### src/rtl/layer_compositor.sv
// layer_compositor
//
// Per-pixel layer compositor for the VGA path. Among NUM_LAYERS drawing
// objects it selects the highest-index layer that requests the pixel, is not
// colour-keyed and is not hidden by the frame-synchronous blink. If no layer
// qualifies, the background colour is used. The RGB332 result is expanded to
// 8-bit R/G/B channels. Fixed two-register latency and no stalls.
//
// Parameters:
//   NUM_LAYERS   number of object layers (index NUM_LAYERS-1 = top priority)
//   TRANSPARENT  RGB332 colour key meaning "not drawn"
//   BLINK_FRAMES frames per blink half-period
//   REPLICATE    0 = zero-pad channel LSBs, 1 = replicate MSBs into LSBs
//
// Ports:
//   CLK, RESET         pixel clock, synchronous active-high reset
//   pixel_valid        pixel lies in the active display area
//   start_of_frame     one-cycle pulse at frame start
//   draw_req           per-layer draw request
//   layer_rgb          per-layer RGB332, layer i in bits [8i+7:8i]
//   blink_en           per-layer blink enable
//   background_rgb     background RGB332 (never keyed)
//   m_mVGA_R/G/B       expanded 8-bit colour channels
//   out_valid          pixel_valid delayed to match the colour outputs
//   out_layer          winning layer index, NUM_LAYERS = background/blank
//   blink_phase        0 = blinking layers shown, 1 = hidden
module layer_compositor #(
  parameter int         NUM_LAYERS   = 5,
  parameter logic [7:0] TRANSPARENT  = 8'hFF,
  parameter int         BLINK_FRAMES = 16,
  parameter bit         REPLICATE    = 1'b0
) (
  input  logic                                CLK,
  input  logic                                RESET,
  input  logic                                pixel_valid,
  input  logic                                start_of_frame,
  input  logic [NUM_LAYERS-1:0]               draw_req,
  input  logic [8*NUM_LAYERS-1:0]             layer_rgb,
  input  logic [NUM_LAYERS-1:0]               blink_en,
  input  logic [7:0]                          background_rgb,
  output logic [7:0]                          m_mVGA_R,
  output logic [7:0]                          m_mVGA_G,
  output logic [7:0]                          m_mVGA_B,
  output logic                                out_valid,
  output logic [$clog2(NUM_LAYERS+1)-1:0]     out_layer,
  output logic                                blink_phase
);

  localparam int LW = $clog2(NUM_LAYERS + 1);
  localparam int CW = $clog2(BLINK_FRAMES) + 1;

  // ---------------------------------------------------------------------------
  // Blink counter: counts frame starts, toggles the phase every BLINK_FRAMES.
  // ---------------------------------------------------------------------------
  logic [CW-1:0] blink_cnt;

  always_ff @(posedge CLK) begin
    if (RESET) begin
      blink_cnt   <= '0;
      blink_phase <= 1'b0;
    end else if (start_of_frame) begin
      if (blink_cnt == CW'(BLINK_FRAMES - 1)) begin
        blink_cnt   <= '0;
        blink_phase <= ~blink_phase;
      end else begin
        blink_cnt <= blink_cnt + 1'b1;
      end
    end
  end

  // ---------------------------------------------------------------------------
  // Candidate qualification and priority selection.
  // The registered blink_phase is used here, so a toggle caused by a
  // start_of_frame pulse only affects pixels sampled on later edges.
  // ---------------------------------------------------------------------------
  logic [NUM_LAYERS-1:0] cand;
  logic [7:0]            sel_c;
  logic [LW-1:0]         sel_idx;

  always_comb begin
    cand = '0;
    for (int unsigned i = 0; i < NUM_LAYERS; i++) begin
      cand[i] = draw_req[i]
             && (layer_rgb[8*i +: 8] != TRANSPARENT)
             && !(blink_en[i] && blink_phase);
    end
  end

  always_comb begin
    sel_c   = background_rgb;
    sel_idx = LW'(NUM_LAYERS);
    // Ascending scan: a later (higher-index) candidate overrides earlier ones.
    for (int unsigned i = 0; i < NUM_LAYERS; i++) begin
      if (cand[i]) begin
        sel_c   = layer_rgb[8*i +: 8];
        sel_idx = LW'(i);
      end
    end
    // Blanking: outside the active area the colour is black and the index
    // reports the background slot, regardless of requests.
    if (!pixel_valid) begin
      sel_c   = '0;
      sel_idx = LW'(NUM_LAYERS);
    end
  end

  // ---------------------------------------------------------------------------
  // Stage 1: selected colour, index and valid.
  // ---------------------------------------------------------------------------
  logic [7:0]    s1_c;
  logic [LW-1:0] s1_idx;
  logic          s1_valid;

  always_ff @(posedge CLK) begin
    if (RESET) begin
      s1_c     <= '0;
      s1_idx   <= '0;
      s1_valid <= 1'b0;
    end else begin
      s1_c     <= sel_c;
      s1_idx   <= sel_idx;
      s1_valid <= pixel_valid;
    end
  end

  // ---------------------------------------------------------------------------
  // RGB332 to 8-bit channel expansion.
  // ---------------------------------------------------------------------------
  logic [7:0] exp_r;
  logic [7:0] exp_g;
  logic [7:0] exp_b;

  generate
    if (REPLICATE) begin : g_replicate
      always_comb begin
        exp_r = {s1_c[7:5], s1_c[7:5], s1_c[7:6]};
        exp_g = {s1_c[4:2], s1_c[4:2], s1_c[4:3]};
        exp_b = {s1_c[1:0], s1_c[1:0], s1_c[1:0], s1_c[1:0]};
      end
    end else begin : g_zero_pad
      always_comb begin
        exp_r = {s1_c[7:5], 5'b0};
        exp_g = {s1_c[4:2], 5'b0};
        exp_b = {s1_c[1:0], 6'b0};
      end
    end
  endgenerate

  // ---------------------------------------------------------------------------
  // Stage 2: expanded channels, layer index and valid.
  // ---------------------------------------------------------------------------
  always_ff @(posedge CLK) begin
    if (RESET) begin
      m_mVGA_R  <= '0;
      m_mVGA_G  <= '0;
      m_mVGA_B  <= '0;
      out_layer <= '0;
      out_valid <= 1'b0;
    end else begin
      m_mVGA_R  <= exp_r;
      m_mVGA_G  <= exp_g;
      m_mVGA_B  <= exp_b;
      out_layer <= s1_idx;
      out_valid <= s1_valid;
    end
  end

endmodule

### config.mk
export PLATFORM = sky130hd
export DESIGN_NAME = layer_compositor
export DESIGN_NICKNAME = d
export VERILOG_FILES = /design/src/rtl/layer_compositor.sv
export SDC_FILE = /design/constraint.sdc
export NUM_CORES = 1
export LEC_CHECK = 0
export ABC_AREA = 0
export CAP_MARGIN = 0
export CORE_ASPECT_RATIO = 0.75
export CORE_UTILIZATION = 35
export CTS_CLUSTER_DIAMETER = 120
export DETAILED_ROUTE_END_ITERATION = 16
export PLACE_DENSITY = 0.82
export SLEW_MARGIN = 20
export SYNTH_ARGS = -nofsm -noshare
export SYNTH_HDL_FRONTEND = slang
export SYNTH_SLANG_ARGS = --single-unit
### constraint.sdc
create_clock -name CLK -period 1.6 [get_ports CLK]
set_input_delay 0.16 -clock CLK [delete_from_list [all_inputs] [get_ports CLK]]
set_output_delay 0.16 -clock CLK [all_outputs]
set_load 0.005 [all_outputs]
# Word-level counts from Yosys, hierarchy flattened
# Index checks and enable logic that the tools add are counted.
op_classes:
  n_addsub: 1
  eq_ne: 6
  n_mux: 12
  bitwise_logic: 2
  reduce_logical: 23
ops:
  columns: ["op", "n"]
  rows:
  - ["$mux W8", 5]
  - ["$ne A8 B8 Y1 const B", 5]
  - ["$mux W3", 6]
  - ["$logic_and A1 B1 Y1", 15]
  - ["$add A5 B1 Y5 const B", 1]
  - ["$eq A5 B4 Y1 const B", 1]
  - ["$logic_not A1 Y1", 5]
  - ["$mux W5", 1]
  - ["$reduce_or A3 Y1", 1]
  - ["$not A1 Y1", 2]
  - ["$reduce_and A2 Y1", 1]
  - ["$reduce_or A2 Y1", 1]
totals:
  regBits: 46
  input_bits: 62
  output_inout_bits: 29
  elab_cells: 58

# Longest topological paths before layout
# Gate-level depths: netlist of the first run.
depth:
  word_depth: 9
  depth_mapped: 7

# Worst setup path after synthesis of the first run
# No wires, ideal clock.
synth_timing:
  kind: "register -> register"
  from: "reg blink_phase"
  to: "reg s1_c[7]"
  setup_time_ns: 0.074
  t_arrival_ns: 1.490
  required_time_ns: 1.526
  slack_ns: 0.036
  stages_incl_launch_ff: 8
  path_buffers: 2
  period_less_slack_ns: 1.564
  path_cell_list: "dfxtp_1 > a21bo_1 > buf_6 > a41o_1 > buf_6 > mux2i_1 > a211o_1 > a31oi_1"
synth_via:
  elab_chain_cells: 8
synth_rtl:
  columns: ["element", "line", "text"]
  rows:
  - ["start, declared", "46", "output logic blink_phase"]
  - ["start signal, assigned", "64", "blink_phase <= ~blink_phase;"]
  - ["$logic_and A1 B1 Y1", "85", "&& !(blink_en[i] && blink_phase);"]
  - ["$logic_not A1 Y1", "85", null]
  - ["$logic_and A1 B1 Y1", "85", null]
  - ["$mux W8 (4 in a row)", "94", "if (cand[i]) begin"]
  - ["$mux W8 *", "94", null]
  - ["end signal, assigned", "120", "s1_c <= sel_c;"]
  - ["end, declared", "110", "logic [7:0] s1_c;"]
# Mark *: on every way between the ends. The rest lies on a longest branch, timed or not.
# A chain may end at the register's enable or synchronous reset.

# Final worst setup path of the first run
layout_timing:
  from: "in layer_rgb[1]"
  to: "reg s1_c[7]"
layout_via:
  elab_chain_cells: 8
layout_rtl:
  columns: ["element", "line", "text"]
  rows:
  - ["start, declared", "38", "input logic [8*NUM_LAYERS-1:0] layer_rgb,"]
  - ["$ne A8 B8 Y1", "84", "&& (layer_rgb[8*i +: 8] != TRANSPARENT)"]
  - ["$logic_and A1 B1 Y1", "84", null]
  - ["$logic_and A1 B1 Y1", "85", null]
  - ["$mux W8 (5 in a row)", "94", null]
# Every way passes these cells.

==> results of run 1 <==
-- sequential cells by signal, indices dropped and copies added, names as in the netlist --
register	cells
blink_phase	1
s1_c	8
m_mVGA_R	3
out_valid	1
s1_idx	3
m_mVGA_G	3
blink_cnt	5
m_mVGA_B	2
s1_valid	1
out_layer	3
-- worst min-delay path by stage --
| stage | to | cells past startpoint | start |
|---|---|---|---|
| floorplan | s1_idx[0]$_SDFF_PP0_ | 1 | pixel_valid |
| global placement | out_valid$_SDFF_PP0_ | 1 | s1_valid$_SDFF_PP0_ |
| detailed placement | m_mVGA_R[7]$_SDFF_PP0_ | 1 | s1_c[7]$_SDFF_PP0_ |
| CTS | m_mVGA_R[7]$_SDFF_PP0_ | 1 | s1_c[7]$_SDFF_PP0_ |
| global route | m_mVGA_R[5]$_SDFF_PP0_ | 1 | s1_c[5]$_SDFF_PP0_ |
| finish | m_mVGA_R[7]$_SDFF_PP0_ | 1 | s1_c[7]$_SDFF_PP0_ |
-- layer usage --
metal  vias to the layer above  share of wire, %  track usage, %
met2                       115                45            28.3
met3                        11               9.9            4.38
met4                         0               1.8            6.47
li1                        938                 -               -
met5                         -                 0               0
met1                       817                43            25.3
-- power groups by stage --
stage          Combinational [W]  Sequential [W]  Clock [W]
5_1_grt                 0.000522        0.000791   0.000666
3_3_place_gp            0.000469        0.000806          0
3_5_place_dp            0.000475        0.000807          0
4_1_cts                 0.000476        0.000789   0.000625
6_report                0.000483        0.000789   0.000613
2_1_floorplan           0.000196        0.000806          0
-- cell type report --
type	count	share of cell area, %
clock inverter	1	0.174
multi-input combinational	155	34.5
inverter	3	0.392
sequential	30	21.0
tap	57	2.48
clock buffer	7	3.00
timing repair buffer	122	38.4
-- metrics by stage --
step	setup WS [ns]	cell area, sq um	utilization, %	instances
finish	0.0318	2870	62.9	375
global route	-0.00904	2870	62.9	375
CTS	0.00449	2860	62.5	375
detailed placement	-0.289	2760	60.3	366
global placement	-0.256	2760	60.3	366
floorplan	0.0363	1770	-	212
-- cell usage after synthesis (2+ instances only) --
library cell  instances
o211ai_1              8
nand3_1               8
a41oi_1               2
o21ai_0               5
buf_6                 3
mux2i_1               4
o22ai_1               8
a21o_1                2
a21bo_1               3
a31oi_1               7
dfxtp_1              30
nand4_1               8
nor2_1               14
nor3_1                2
buf_4                17
a211o_1               4
inv_1                 2
a21oi_1               3
nand2_1              19
xor2_1                2
a2111oi_0             2
nor2b_1              12
nand2b_1              4
a221oi_2              2
clkbuf_1              3
-- placed cells by master (no fill, tap or decap), types with 2 or more instances in the layout --
| cell | Yosys | layout |
|---|---|---|
| a211o_1 | 4 | 4 |
| a21bo_1 | 3 | 3 |
| a21o_1 | 2 | 2 |
| a21oi_1 | 3 | 3 |
| a221oi_2 | 2 | 2 |
| a31oi_1 | 7 | 7 |
| a41oi_1 | 2 | 2 |
| buf_4 | 17 | 47 |
| clkbuf_8 | 0 | 6 |
| clkdlybuf4s50_1 | 0 | 74 |
| conb_1 | 1 | 16 |
| dfxtp_1 | 30 | 29 |
| inv_1 | 2 | 2 |
| mux2i_1 | 4 | 4 |
| nand2_1 | 19 | 18 |
| nand2b_1 | 4 | 4 |
| nand3_1 | 8 | 8 |
| nand4_1 | 8 | 8 |
| nor2_1 | 14 | 14 |
| nor2b_1 | 12 | 12 |
| nor3_1 | 2 | 2 |
| o211ai_1 | 8 | 8 |
| o21ai_0 | 5 | 5 |
| o22ai_1 | 8 | 8 |
| xor2_1 | 2 | 2 |
-- what timing repair did --
action                                 CTS  global route
setup endpoints to repair                9             5
setup buffers                            1             1
endpoints found under the hold margin    0             0
pin swaps                                0            10
gates resized for setup                  2             7
-- critical path, cell delays in order --
cell,delay [ns]
clkdlybuf4s50_1,0.42
and2_2,0.22
a41o_2,0.34
mux2i_1,0.16
a211o_1,0.28
a31oi_1,0.18
-- cell families after synthesis --
group / synth area share, %
adder cells (fa/ha/maj): 0.731
AO/OA/AOI/OAI: 26.2
flip-flops: 35.1
buffers and inverters: 11.0
other: 0.219
XOR/XNOR: 1.54
multiplexers: 3.00
AND/OR/NAND/NOR: 22.1
==> impl_metrics.env, run 1 <==
export IMPL_status="finished, final reports clean"
export IMPL_seqCellArea_sq_um=604
export IMPL_synth_top_area_share_pct=35.1
export IMPL_hold_ws_ns=0.435
export IMPL_crit_start="layer_rgb[1]"
export IMPL_syn_area_sq_um=1710
export IMPL_path_class="in -> reg"
export IMPL_r2r_setup_slack_ns=0.03
export IMPL_vias=1881
export IMPL_tns_ns=0
export IMPL_antenna_left=0
export IMPL_num_nets_final=380
export IMPL_yosys_area_top_type="dfxtp_1"
export IMPL_async_flop_share_pct=0
export IMPL_clkTransAtPathRegs_ns=0.06
export IMPL_num_antenna_cells=0
export IMPL_fmax_mhz=638
export IMPL_drt_iter0_drc=102
export IMPL_fp_row_count=21
export IMPL_hold_path_class="reg -> reg"
export IMPL_die_x_um=82.8
export IMPL_io_pins=91
export IMPL_initial_core_util_pct=37.4
export IMPL_fin_worst_skew_ns=0.00308
export IMPL_clkSinkCount=30
export IMPL_grt_overflow=0
export IMPL_wl_per_cell_um=12.6
export IMPL_crit_required_ns=1.80
export IMPL_cp_endpoint="s1_c[7]$_SDFF_PP0_"
export IMPL_ctsHtreeMaxLevel=2
export IMPL_detailed_place_hpwl_um=3960
export IMPL_rr_startpoint="blink_phase$_SDFFE_PP0P_"
export IMPL_synth_flop_cell="dfxtp_1"
export IMPL_synthDistinctLibCells=48
export IMPL_dr_pass1_iters=5
export IMPL_drv_cap=0
export IMPL_cp_end_kind="flop"
export IMPL_yosys_warnings=0
export IMPL_setup_viol=0
export IMPL_finalCritPeriodShare_pct=98.0
export IMPL_cellInternalPower_w=0.00142
export IMPL_period_minus_slack_ns=1.57
export IMPL_grt_pass1_vias=1658
export IMPL_cellPowerDensity_nw_per_um2=656
export IMPL_cts_root_buf="clkbuf_8"
export IMPL_cts_buffers=5
export IMPL_multi_input_area_sq_um=991
export IMPL_ir_worst_vdd_mv=0.491
export IMPL_critPathMaxFanout=6
export IMPL_n_fill_cell=405
export IMPL_report_final_hold_viol_count=0
export IMPL_slew_violations=0
export IMPL_grt_pass1_wl_um=7380
export IMPL_cts_hold_buf=0
export IMPL_p_leak_nw=1.20
export IMPL_track_usage_pct=18.6
export IMPL_rr_endpoint="s1_c[7]$_SDFF_PP0_"
export IMPL_die_area_sq_um=5180
export IMPL_area_delta_synth_final_pct=67.9
export IMPL_grt_max_degree=21
export IMPL_drt_vias_per_instance=5.02
export IMPL_layout_drive_gt1_share_pct=22.0
export IMPL_synth_enable_flop_cells=0
export IMPL_cts_tree="done"
export IMPL_totalWireLength_um=4730
export IMPL_p_switching_w=0.000461
export IMPL_synth_area_per_cell_sq_um=8.69
export IMPL_cts_buffer_depth=2
export IMPL_fp_coreArea_sq_um=4570
export IMPL_rsz0062_at_grt="yes"
export IMPL_seqPwrFrac_pct=41.8
export IMPL_gp_congestion=0.909
export IMPL_drc=0
export IMPL_cp_start_kind="primary input"
export IMPL_die_height_um=62.6
export IMPL_switching_share_pct=24.5
export IMPL_synthTopCellsByArea="dfxtp_1 35%, buf_4 7.5%, nor2b_1 4.4%"
export IMPL_cp_arrival_ns=1.77
export IMPL_share_comb_of_total_power_pct=25.6
export IMPL_clock_latency_ns=0.27
export IMPL_r2r_cells=5
export IMPL_io_buffers=74
export IMPL_power_total_w=0.00189
export IMPL_ys_ff_latch=30
export IMPL_antenna_found_initial=0
export IMPL_synthCells=197
export IMPL_seq_area_frac_synth_pct=35.1
export IMPL_p_clk_share_pct=32.5
(Power assumes the default switching activity.)
==> run 2, diff against run 1 <==
--- a/config.mk
+++ b/config.mk
@@ -12,6 +12,7 @@
 export CTS_CLUSTER_DIAMETER = 120
 export DETAILED_ROUTE_END_ITERATION = 16
 export PLACE_DENSITY = 0.82
+export SKIP_CTS_REPAIR_TIMING = 1
 export SLEW_MARGIN = 20
 export SYNTH_ARGS = -nofsm -noshare
 export SYNTH_HDL_FRONTEND = slang
==> run 2 against run 1 <==
- non-clock buffer count shrank 1
- sequential cell count did not move
- clock power barely moved
- via count fell by 2.3%
- hold slack better by 0.00093 ns
- fmax up 1.0%
- die area unchanged
- sequential share of layout area unchanged
- largest power group unchanged
==> impl_metrics.env, run 2 (synthesis results as in run 1) <==
export IMPL_layout_drive_gt1_share_pct=21.5
export IMPL_io_buffers=74
export IMPL_regMostFlops="s1_c"
export IMPL_wl_met2_um=2200
export IMPL_finalCritPeriodShare_pct=97.0
export IMPL_cpMaxStageDelayCell="dfxtp_4"
export IMPL_status="finished, final reports clean"
export IMPL_die_x_um=82.8
export IMPL_r2r_setup_slack_ns=0.05
export IMPL_cts_buffers=5
export IMPL_grt_pass1_wl_um=7360
export IMPL_dr_pass1_iters=4
export IMPL_tns_ns=0
export IMPL_fmax_mhz=644
export IMPL_reg_largest_list="s1_c x8, blink_cnt x5"
export IMPL_drc=0
export IMPL_cellPowerDensity_nw_per_um2=656
export IMPL_antenna_found_initial=0
export IMPL_path_cells="a21bo_1, a41o_4, mux2i_1, a211o_1, a31oi_1"
export IMPL_fin_worst_skew_ns=0.00269
export IMPL_top_layer="met4"
export IMPL_crit_start="blink_phase$_SDFFE_PP0P_"
export IMPL_drt_vias_per_instance=4.91
export IMPL_num_antenna_cells=0
export IMPL_ctsHtreeMaxLevel=2
export IMPL_grt_max_degree=21
export IMPL_fp_row_count=21
export IMPL_cp_end_kind="flop"
export IMPL_setup_viol=0
export IMPL_totalWireLength_um=4750
export IMPL_clkSinkCount=30
export IMPL_area_delta_synth_final_pct=67.9
export IMPL_clkTransAtPathRegs_ns=0.06
export IMPL_critPathMaxFanout=6
export IMPL_rr_startpoint="blink_phase$_SDFFE_PP0P_"
export IMPL_path_class="reg -> reg"
export IMPL_detailed_place_hpwl_um=3960
export IMPL_wl_per_cell_um=12.7
export IMPL_antenna_left=0
export IMPL_num_nets_final=379
export IMPL_stdcell_count=374
export IMPL_final_common_cell="clkdlybuf4s50_1"
export IMPL_cts_tree="done"
export IMPL_met3WireLength_um=331
export IMPL_final_cell_mix="74 x clkdlybuf4s50_1, 47 x buf_4, 29 x dfxtp_1"
export IMPL_drv_cap=0
export IMPL_grt_overflow=0
export IMPL_cts_root_buf="clkbuf_8"
export IMPL_crit_required_ns=1.80
export IMPL_rr_endpoint="s1_c[4]$_SDFF_PP0_"
export IMPL_hold_ws_ns=0.436
export IMPL_r2r_cells=5
export IMPL_drt_iter0_drc=119
export IMPL_dp_cells=366
export IMPL_largest_reg_flops=8
export IMPL_fin_util_pct=62.9
export IMPL_p_leak_nw=1.20
export IMPL_cp_start_kind="flop"
export IMPL_io_pins=91
export IMPL_cp_slowest_stage_delay_ns=0.37
export IMPL_hold_path_class="reg -> reg"
export IMPL_initial_core_util_pct=37.4
export IMPL_slew_violations=0
export IMPL_die_height_um=62.6
export IMPL_gp_congestion=0.909
export IMPL_clock_latency_ns=0.28
export IMPL_ir_worst_vdd_mv=0.490
export IMPL_cts_buffer_depth=2
export IMPL_report_final_hold_viol_count=0
export IMPL_cp_endpoint="s1_c[4]$_SDFF_PP0_"
export IMPL_fp_coreArea_sq_um=4570
export IMPL_period_minus_slack_ns=1.55
export IMPL_die_area_sq_um=5180
export IMPL_track_usage_pct=18.5
export IMPL_vias=1838
export IMPL_cp_arrival_ns=1.75
export IMPL_wl_met1_um=2170
export IMPL_grt_pass1_vias=1653
==> run 2: power by group <==
group	switching, W	internal, W
combinational	0.000185	0.000298
sequential	0.00000971	0.000779
clock	0.000266	0.000346
==> run 2: final cells by class <==
class / count / area, sq um
fillers: 407 / 1700
repair buffers: 121 / 1090
multi-input cells: 155 / 1000
flip-flops and latches: 30 / 604
clock buffers: 7 / 86.3
well taps: 57 / 71.3
inverters: 3 / 11.3
clock inverters: 1 / 5.00
==> run 2: per-layer routing <==
metal	global-route usage, %	vias to the layer above
li1	-	933
met1	25.2	814
met2	28.2	86
met3	4.38	5
met4	6.47	0
met5	0	-
==> run 2: worst min path at each step <==
stage	endpoint	cells after the start	from	slack [ns]
after global routing	m_mVGA_R[5]$_SDFF_PP0_	1	s1_c[5]$_SDFF_PP0_	0.46
after detailed placement	m_mVGA_R[7]$_SDFF_PP0_	1	s1_c[7]$_SDFF_PP0_	0.42
after CTS	m_mVGA_R[7]$_SDFF_PP0_	1	s1_c[7]$_SDFF_PP0_	0.44
final	m_mVGA_R[7]$_SDFF_PP0_	1	s1_c[7]$_SDFF_PP0_	0.44
after floorplan	s1_idx[0]$_SDFF_PP0_	1	pixel_valid	0.26
after global placement	out_valid$_SDFF_PP0_	1	s1_valid$_SDFF_PP0_	0.42
==> run 2: stage by stage <==
stage               setup WS [ns]  cell area, sq um  power (W)
floorplan                  0.0363              1770    0.00100
global placement           -0.256              2760    0.00128
detailed placement         -0.289              2760    0.00128
CTS                        -0.109              2850    0.00189
global route             -0.00550              2870    0.00198
finish                     0.0480              2870    0.00188
==> run 2: critical path: cells and delay by family (launching register included) <==
kind,cells,cell delay [ns]
muxes,1,0.14
DFF,1,0.37
AOI/OAI and AO/OA,4,0.95
==> run 3, diff against run 2 <==
--- a/config.mk
+++ b/config.mk
@@ -8,10 +8,12 @@
 export ABC_AREA = 0
 export CAP_MARGIN = 0
 export CORE_ASPECT_RATIO = 0.75
-export CORE_UTILIZATION = 35
+export CORE_UTILIZATION = 37
+export CTS_BUF_LIST = sky130_fd_sc_hd__clkbuf_8
 export CTS_CLUSTER_DIAMETER = 120
 export DETAILED_ROUTE_END_ITERATION = 16
-export PLACE_DENSITY = 0.82
+export PLACE_DENSITY = 0.85
+export SETUP_SLACK_MARGIN = 0.4
 export SKIP_CTS_REPAIR_TIMING = 1
 export SLEW_MARGIN = 20
 export SYNTH_ARGS = -nofsm -noshare
==> run 3 against run 2 <==
- combinational power grew 8.3%
- power grew 1.7%
- register-to-register slack lost 0.02 ns
- hold slack lost 0.20 ns
- sequential share of layout area shrank 1.6 points
- global-route usage grew 2.0 points
- critical path depth is the same
==> impl_metrics.env, run 3 (synthesis results as in run 1) <==
export IMPL_critPathMaxFanout=5
export IMPL_finalCritPeriodShare_pct=98.1
export IMPL_track_usage_pct=20.6
export IMPL_ctsHtreeMaxLevel=2
export IMPL_path_class="reg -> reg"
export IMPL_cp_slowest_stage_delay_ns=0.38
export IMPL_regMostFlops="s1_c"
export IMPL_rr_endpoint="s1_c[6]$_SDFF_PP0_"
export IMPL_clkTransAtPathRegs_ns=0.06
export IMPL_report_final_hold_viol_count=0
export IMPL_hold_ws_ns=0.231
export IMPL_fin_worst_skew_ns=0.00474
export IMPL_drc=0
export IMPL_busiest_layer="met2"
export IMPL_min_to="s1_c[7]$_SDFF_PP0_"
export IMPL_layout_drive_gt1_share_pct=28.3
export IMPL_io_buffers=74
export IMPL_met1_usage_pct=24.2
export IMPL_r2r_cells=5
export IMPL_num_antenna_cells=0
export IMPL_die_height_um=60.9
export IMPL_drt_vias_per_instance=5.33
export IMPL_totalWireLength_um=5740
export IMPL_r2r_setup_slack_ns=0.03
export IMPL_fp_coreArea_sq_um=4440
export IMPL_drt_iter0_drc=174
export IMPL_cts_root_buf="clkbuf_8"
export IMPL_clkSinkCount=30
export IMPL_slew_violations=0
export IMPL_finalInstanceArea_sq_um=3120
export IMPL_path_cells="a21bo_4, a41o_4, mux2i_1, a211o_1, a31oi_1"
export IMPL_place_area_sq_um=2700
export IMPL_num_nets_final=377
export IMPL_p_leak_nw=1.63
export IMPL_cts_buffer_depth=2
export IMPL_hold_path_class="in -> reg"
export IMPL_power_total_w=0.00192
export IMPL_largest_reg_flops=8
export IMPL_status="finished, final reports clean"
export IMPL_initial_core_util_pct=38.5
export IMPL_period_minus_slack_ns=1.57
export IMPL_dr_pass1_iters=5
export IMPL_cts_tree="done"
export IMPL_ir_worst_vdd_mv=0.418
export IMPL_cp_end_kind="flop"
export IMPL_grt_pass1_vias=1689
export IMPL_fmax_mhz=637
export IMPL_detailed_place_hpwl_um=3890
export IMPL_hp_start="layer_rgb[39]"
export IMPL_cp_start_kind="flop"
export IMPL_vias=1981
export IMPL_io_pins=91
export IMPL_grt_max_degree=21
export IMPL_wl_per_cell_um=15.4
export IMPL_die_area_sq_um=4900
export IMPL_gp_congestion=0.886
export IMPL_cellPowerDensity_nw_per_um2=613
export IMPL_drv_cap=0
export IMPL_grt_pass1_wl_um=7470
export IMPL_cpMaxStageDelayCell="dfxtp_4"
export IMPL_grt_overflow=0
export IMPL_fin_util_pct=70.4
export IMPL_whs_path_depth=3
export IMPL_final_cell_mix="41 x clkdlybuf4s50_1, 41 x buf_4, 33 x dlymetal6s2s_1"
export IMPL_antenna_found_initial=0
export IMPL_fp_row_count=21
export IMPL_grtUsageMet2_pct=37.5
export IMPL_clock_latency_ns=0.28
export IMPL_crit_required_ns=1.80
export IMPL_setup_viol=0
export IMPL_die_x_um=80.5
export IMPL_rsz0062_at_grt="yes"
export IMPL_grtUsageMet3_pct=4.06
export IMPL_cts_buffers=5
export IMPL_cp_arrival_ns=1.77
export IMPL_rr_startpoint="blink_phase$_SDFFE_PP0P_"
export IMPL_reg_largest_list="s1_c x8, blink_cnt x5"
export IMPL_area_delta_synth_final_pct=82.5
export IMPL_antenna_left=0
==> run 3: cell types whose count changed in the layout (fill, tap and decap cells not counted), moves of 3 or more <==
cell and change:
buf_4 -6, buf_6 +3, clkdlybuf4s50_1 -33, dlymetal6s2s_1 +33, nand2_1 -3, nand2_2 +3
==> run 3: final cells by class <==
cell class	instances	area, sq um
sequential	30	607
clock buffer	6	82.6
clock inverter	2	8.76
multi-input combinational	155	1160
timing repair buffer	119	1180
tap	57	71.3
fill	311	1320
inverter	3	11.3
==> run 3: per-stage QoR <==
step | setup slack (ns) | instances | TNS, ns
3_3_place_gp | -0.316 | 358 | -2.23
2_1_floorplan | 0.0720 | 212 | 0
4_1_cts | -0.103 | 366 | -0.246
5_1_grt | -0.00231 | 372 | -0.00231
6_report | 0.0304 | 372 | 0
3_5_place_dp | -0.397 | 358 | -2.56
==> run 3: report_power, final <==
part           switching (W)  leakage [nW]  total [W]  internal, W
Clock               0.000264        0.0524   0.000603     0.000339
Sequential        0.00000967         0.247   0.000790     0.000780
Combinational       0.000221          1.33   0.000523     0.000303
==> run 3: how the worst max path moves through the flow <==
stage                                  start  cells past startpoint                  to
finish              blink_phase$_SDFFE_PP0P_                      5  s1_c[6]$_SDFF_PP0_
global route        blink_phase$_SDFFE_PP0P_                      5  s1_c[6]$_SDFF_PP0_
CTS                             layer_rgb[6]                      6  s1_c[4]$_SDFF_PP0_
detailed placement              layer_rgb[6]                      6  s1_c[4]$_SDFF_PP0_
global placement                layer_rgb[6]                      6  s1_c[4]$_SDFF_PP0_
floorplan           blink_phase$_SDFFE_PP0P_                      7  s1_c[7]$_SDFF_PP0_
==> run 3: routing by layer <==
metal  vias up  routed length (um)
met5         -                   0
met1       885                2200
met2       137                2800
met3        25                 513
li1        934                   -
met4         0                 227
==> run 3: critical path: cells and delay by family (launching register included) <==
kind,cells,cell delay [ns]
muxes,1,0.14
DFF,1,0.38
AOI/OAI and AO/OA,4,0.97
